**src/rtl/conv3x3_sched.sv**
```systemverilog
// 3x3 convolution sequencer: holds kernel weights, walks the image in raster order,
// fetches each window from a sync-read pixel memory and streams MAC results.
module conv3x3_sched #(
    parameter int IMG_W  = 8,
    parameter int IMG_H  = 8,
    parameter int ADDR_W = 6,
    parameter int RELU   = 0
) (
    input  logic                     clk_i,
    input  logic                     rst_i,
    input  logic                     start_i,
    input  logic                     wt_we_i,
    input  logic [3:0]               wt_idx_i,
    input  logic signed [7:0]        wt_data_i,
    output logic                     mem_re_o,
    output logic [ADDR_W-1:0]        mem_addr_o,
    input  logic [7:0]               mem_rdata_i,
    output logic [7:0]               px0_o,
    output logic [7:0]               px1_o,
    output logic [7:0]               px2_o,
    output logic [7:0]               px3_o,
    output logic [7:0]               px4_o,
    output logic [7:0]               px5_o,
    output logic [7:0]               px6_o,
    output logic [7:0]               px7_o,
    output logic [7:0]               px8_o,
    output logic signed [7:0]        wt0_o,
    output logic signed [7:0]        wt1_o,
    output logic signed [7:0]        wt2_o,
    output logic signed [7:0]        wt3_o,
    output logic signed [7:0]        wt4_o,
    output logic signed [7:0]        wt5_o,
    output logic signed [7:0]        wt6_o,
    output logic signed [7:0]        wt7_o,
    output logic signed [7:0]        wt8_o,
    input  logic signed [31:0]       mac_out_i,
    output logic                     out_valid_o,
    input  logic                     out_ready_i,
    output logic signed [31:0]       out_data_o,
    output logic                     out_last_o,
    output logic                     busy_o,
    output logic                     done_o
);

    // state | meaning
    // IDLE  | weights writable, waiting for start
    // FETCH | k=0..8 issue window reads, k=1..9 capture returning pixels
    // CALC  | register the MAC result for the current window
    // OUT   | hold result until downstream accepts it
    // DONE  | one-cycle done pulse, then back to IDLE

    localparam int RW = $clog2(IMG_H);
    localparam int CW = $clog2(IMG_W);

    typedef enum logic [2:0] {
        S_IDLE,
        S_FETCH,
        S_CALC,
        S_OUT,
        S_DONE
    } state_t;

    state_t                  state_q;
    logic [RW-1:0]           row_q;
    logic [CW-1:0]           col_q;
    logic [3:0]              k_q;
    logic                    mem_re_q;
    logic [ADDR_W-1:0]       mem_addr_q;
    logic [7:0]              px_q [9];
    logic signed [7:0]       wt_q [9];
    logic                    out_valid_q;
    logic signed [31:0]      out_data_q;
    logic                    out_last_q;
    logic                    busy_q;
    logic                    done_q;

    logic [RW-1:0]           row_d;
    logic [CW-1:0]           col_d;
    logic                    col_wrap;
    logic                    last_win;

    function automatic logic [ADDR_W-1:0] win_addr(
        input logic [RW-1:0] r,
        input logic [CW-1:0] c,
        input logic [3:0]    k
    );
        int rr;
        int cc;
        rr = int'(r) + int'(k) / 3;
        cc = int'(c) + int'(k) % 3;
        return ADDR_W'(rr * IMG_W + cc);
    endfunction

    // Position of the window that follows the current one in raster order.
    always_comb begin
        col_wrap = (col_q == CW'(IMG_W - 3));
        last_win = (row_q == RW'(IMG_H - 3)) && col_wrap;
        row_d    = row_q;
        col_d    = col_q + CW'(1);
        if (col_wrap) begin
            col_d = '0;
            row_d = row_q + RW'(1);
        end
    end

    always_ff @(posedge clk_i) begin
        if (rst_i) begin
            state_q     <= S_IDLE;
            row_q       <= '0;
            col_q       <= '0;
            k_q         <= '0;
            mem_re_q    <= 1'b0;
            mem_addr_q  <= '0;
            out_valid_q <= 1'b0;
            out_data_q  <= '0;
            out_last_q  <= 1'b0;
            busy_q      <= 1'b0;
            done_q      <= 1'b0;
            for (int i = 0; i < 9; i++) begin
                px_q[i] <= '0;
                wt_q[i] <= '0;
            end
        end else begin
            done_q <= 1'b0;
            case (state_q)
                S_IDLE: begin
                    if (wt_we_i) begin
                        for (int i = 0; i < 9; i++) begin
                            if (wt_idx_i == 4'(i)) begin
                                wt_q[i] <= wt_data_i;
                            end
                        end
                    end
                    if (start_i) begin
                        row_q      <= '0;
                        col_q      <= '0;
                        k_q        <= '0;
                        mem_re_q   <= 1'b1;
                        mem_addr_q <= '0;
                        busy_q     <= 1'b1;
                        state_q    <= S_FETCH;
                    end
                end

                S_FETCH: begin
                    // Data for the read issued at k-1 is on mem_rdata_i during k.
                    for (int i = 0; i < 9; i++) begin
                        if (k_q == 4'(i + 1)) begin
                            px_q[i] <= mem_rdata_i;
                        end
                    end
                    if (k_q == 4'd9) begin
                        k_q     <= '0;
                        state_q <= S_CALC;
                    end else begin
                        k_q <= k_q + 4'd1;
                        if (k_q < 4'd8) begin
                            mem_re_q   <= 1'b1;
                            mem_addr_q <= win_addr(row_q, col_q, k_q + 4'd1);
                        end else begin
                            mem_re_q <= 1'b0;
                        end
                    end
                end

                S_CALC: begin
                    if ((RELU != 0) && mac_out_i[31]) begin
                        out_data_q <= '0;
                    end else begin
                        out_data_q <= mac_out_i;
                    end
                    out_valid_q <= 1'b1;
                    out_last_q  <= last_win;
                    state_q     <= S_OUT;
                end

                S_OUT: begin
                    if (out_ready_i) begin
                        out_valid_q <= 1'b0;
                        if (out_last_q) begin
                            done_q  <= 1'b1;
                            state_q <= S_DONE;
                        end else begin
                            row_q      <= row_d;
                            col_q      <= col_d;
                            k_q        <= '0;
                            mem_re_q   <= 1'b1;
                            mem_addr_q <= win_addr(row_d, col_d, 4'd0);
                            state_q    <= S_FETCH;
                        end
                    end
                end

                S_DONE: begin
                    busy_q  <= 1'b0;
                    state_q <= S_IDLE;
                end

                default: begin
                    busy_q  <= 1'b0;
                    state_q <= S_IDLE;
                end
            endcase
        end
    end

    assign mem_re_o    = mem_re_q;
    assign mem_addr_o  = mem_addr_q;
    assign out_valid_o = out_valid_q;
    assign out_data_o  = out_data_q;
    assign out_last_o  = out_last_q;
    assign busy_o      = busy_q;
    assign done_o      = done_q;

    assign px0_o = px_q[0];
    assign px1_o = px_q[1];
    assign px2_o = px_q[2];
    assign px3_o = px_q[3];
    assign px4_o = px_q[4];
    assign px5_o = px_q[5];
    assign px6_o = px_q[6];
    assign px7_o = px_q[7];
    assign px8_o = px_q[8];

    assign wt0_o = wt_q[0];
    assign wt1_o = wt_q[1];
    assign wt2_o = wt_q[2];
    assign wt3_o = wt_q[3];
    assign wt4_o = wt_q[4];
    assign wt5_o = wt_q[5];
    assign wt6_o = wt_q[6];
    assign wt7_o = wt_q[7];
    assign wt8_o = wt_q[8];

endmodule

```
**config.mk**
```make
export PLATFORM = sky130hd
export DESIGN_NAME = conv3x3_sched
export DESIGN_NICKNAME = d
export VERILOG_FILES = /design/src/rtl/conv3x3_sched.sv
export SDC_FILE = /design/constraint.sdc
export NUM_CORES = 1
export LEC_CHECK = 0
export CAP_MARGIN = 30
export CORE_MARGIN = 2
export CORE_UTILIZATION = 42
export CTS_CLUSTER_SIZE = 28
export DETAILED_ROUTE_END_ITERATION = 16
export PLACE_DENSITY = 0.76
export SYNTH_ARGS = -nofsm -noshare
export SYNTH_HDL_FRONTEND = slang
export SYNTH_SLANG_ARGS = --single-unit
export TNS_END_PERCENT = 50
```
**constraint.sdc**
```tcl
create_clock -name clk_i -period 4.8 [get_ports clk_i]
set_clock_uncertainty 0.1 [all_clocks]
set_input_delay 0.48 -clock clk_i [delete_from_list [all_inputs] [get_ports clk_i]]
set_output_delay 0.48 -clock clk_i [all_outputs]
set_load 0.05 [all_outputs]
```
==> flow_summary.yaml <==
worst_hold_path:
  holdCritPathClass: "register to register"
global_routing:
  grt_pass1_wl_um: 29770
  grt_max_degree: 60
  grt_overflow: 0
  grt_pass1_vias: 5396
  gr-usage-all-layers: 0.1953
  antenna_found_initial: 0
worst_setup_path:
  critPathMaxFanout: 6
  cp.arrival_ns: 4.81
  worstSetupEndpointType: "register"
  worstSetupPathType: "register to register"
  startpoint_type: "register"
  required_ns: 5.06
clocking:
  holdBufCountCts: 0
  cts_setup_buffers: 0
  cts_root_buffer: "clkbuf_16"
  h-tree-depth: 4
  cts_tree: "built"
  clkLatencyLatePin_ns: 0.43
  cts_buffer_depth: 2
  clkTransAtPathRegs_ns: 0.08
  cts-resized-gates: 0
  numClockSinks: 200
  cts_made_buffers: 17
floorplan:
  die_h_um: 139.6
  rows: 49
  fp.dieW_um: 139.6
  core_area_um2: 18020
  io_pins: 244
  start_util: 0.4287
  die_area_um2: 19500
logic_synthesis:
  synth_warnings: 0
  synth_top_area_frac: 0.5596
  synth_cells: 592
  synth_area_um2: 7727
  syn_nets: 667
  synthArstFlopShare: 0
  synth.most_common_cell: "edfxtp_1"
  seq_area_frac_synth: 0.7047
  ys_ff_latch: 200
  yosys.cell_types.count: 61
  ys.flop_type: "edfxtp_1"
  netlist_top_cells_count: "144 x edfxtp_1, 99 x nand2_1, 57 x a21oi_1"
  ys_top_cells_by_area: "edfxtp_1 56%, dfxtp_1 15%, nand2_1 4.8%, a21oi_1 3.7%, ha_1 2.6%"
  avgSynthCellArea_um2: 13.05
  synth_edf_count: 144
  yosysTopAreaCell: "edfxtp_1"
sta:
  maxSlewHeadroom: 0.3582
  worst_slew_pin_slew_ns: 0.9523
  hold_violations: 0
  fmax_mhz: 219.8
  setup_viol: 0
  drv_slew: 0
  period_share: 0.9480
  fin_tns_setup_ns: 0
  setup_ws_ns: 0.2494
  layout_min_cycle_time_ns: 4.551
routing:
  dr.pass1.iters: 5
  wl_per_cell_um: 17.39
  viasPerCell: 5.093
  drc: 0
  drtIter0Drc: 486
  vias: 5556
  ant_nets: 0
  routed_wirelength_um: 18970
placement:
  dp_cells: 1059
  io_buffers: 243
  dpl_worst_slack_ns: 0.04833
  dpl.hpwl_um: 13800
  dpl_cell_area_um2: 10480
  gp_congestion: 0.8638
power:
  p_leak_uw: 0.004046
  ir_drop_uv: 231.9
  pwr_density_cell_nw_per_um2: 380.6
layout:
  syn_to_final_growth_pct: 44.59
  antenna_cells: 0
  nets: 924
  utilization: 0.6199
  drive_gt1_frac: 0.09281
  final_cells: 1091
  final_cell_area_um2: 11170
  fillCellCount: 1396
  regArea_um2: 5448
  multiInputGateArea_um2: 2180
run_status:
  status: "completed"
flow_run:
  maxCapViolations: 0
[layout by cell type, fill, tap and decap left out, types with 3 or more instances in the layout]
cell	instances
edfxtp_1	144
clkdlybuf4s50_1	242
inv_1	16
inv_8	4
xnor2_1	5
mux2i_1	8
a21o_1	4
a22oi_1	3
nand2b_1	9
nor2b_1	3
buf_4	14
ha_1	12
nor3_1	14
nor2_1	32
nand2_1	99
and2_1	17
nor3b_1	4
a21oi_1	57
xor2_1	7
o21ai_0	16
dfxtp_1	54
inv_6	3
clkinv_8	3
nand3_1	6
clkbuf_16	17
buf_2	6
[flip-flops by register name (all words and copies together) (netlist names)]
register / flops
state_q: 3
row_q: 3
col_q: 3
mem_re_o: 1
wt_q: 72
busy_o: 1
px_q: 72
k_q: 4
out_last_o: 1
done_o: 1
out_data_o: 32
mem_addr_o: 6
out_valid_o: 1
[cells by family after synthesis]
group | after synthesis | share of synthesized area
AOI/OAI and AO/OA | 106 | 0.08809
muxes | 11 | 0.01522
buffers and inverters | 42 | 0.02364
xor gates and xnor gates | 13 | 0.01473
adders and majority gates | 18 | 0.03109
DFF | 200 | 0.7047
and+or+nand+nor | 202 | 0.1226
[critical path, cell delays in order (launching register included)]
cell,delay (ns)
dfxtp_2,0.34
buf_4,0.15
a21bo_4,0.24
mux2i_1,0.17
mux2_2,0.20
ha_2,0.22
inv_1,0.06
ha_1,0.34
or3b_2,0.47
o221ai_2,0.16
and2b_2,0.21
nand2b_4,0.08
ha_1,0.18
inv_1,0.06
fa_1,0.40
inv_1,0.07
ha_1,0.26
a21oi_1,0.16
o21ai_1,0.10
xnor2_1,0.15
a211o_1,0.28
o211ai_2,0.07
[metrics by stage]
step / power [uW] / hold WS [ns]
floorplan: 2526 / 0.3774
finish: 4253 / 0.3557
global placement: 2799 / 0.3406
CTS: 4287 / 0.3573
detailed placement: 2809 / 0.3462
global route: 4409 / 0.3768
[final timing paths]
kind	endpoint	startpoint	cells after the start	slack (ns)
setup / recovery	mem_addr_o[5]$_SDFFE_PP0P_	k_q[1]$_SDFFE_PP0P_	21	0.25
hold / removal	out_data_o[4]$_SDFFE_PP0P_	out_data_o[4]$_SDFFE_PP0P_	2	0.36
setup reg to reg	mem_addr_o[5]$_SDFFE_PP0P_	k_q[1]$_SDFFE_PP0P_	21	0.25
hold reg to reg	out_data_o[4]$_SDFFE_PP0P_	out_data_o[4]$_SDFFE_PP0P_	2	0.36
[where the power goes]
group	total, uW	switching (uW)	internal, uW
clock network	1480	682	800
registers	1990	42.9	1940
logic	786	524	261
[final cells by class]
class                   count  area share
well taps                 229     0.02564
clock buffers              17     0.03807
flip-flops and latches    200      0.4876
multi-input cells         350      0.1951
clock inverters            15     0.01803
inverters                  17    0.005711
repair buffers            263      0.2299
[routing by layer]
metal / vias up / share of wire / track usage
li1: 2633 / - / -
met1: 2637 / 0.43 / 0.2574
met2: 258 / 0.48 / 0.3101
met3: 28 / 0.081 / 0.06332
met4: 0 / 0.017 / 0.06000
met5: - / 0 / 0
Power figures use the tool's default switching activity.
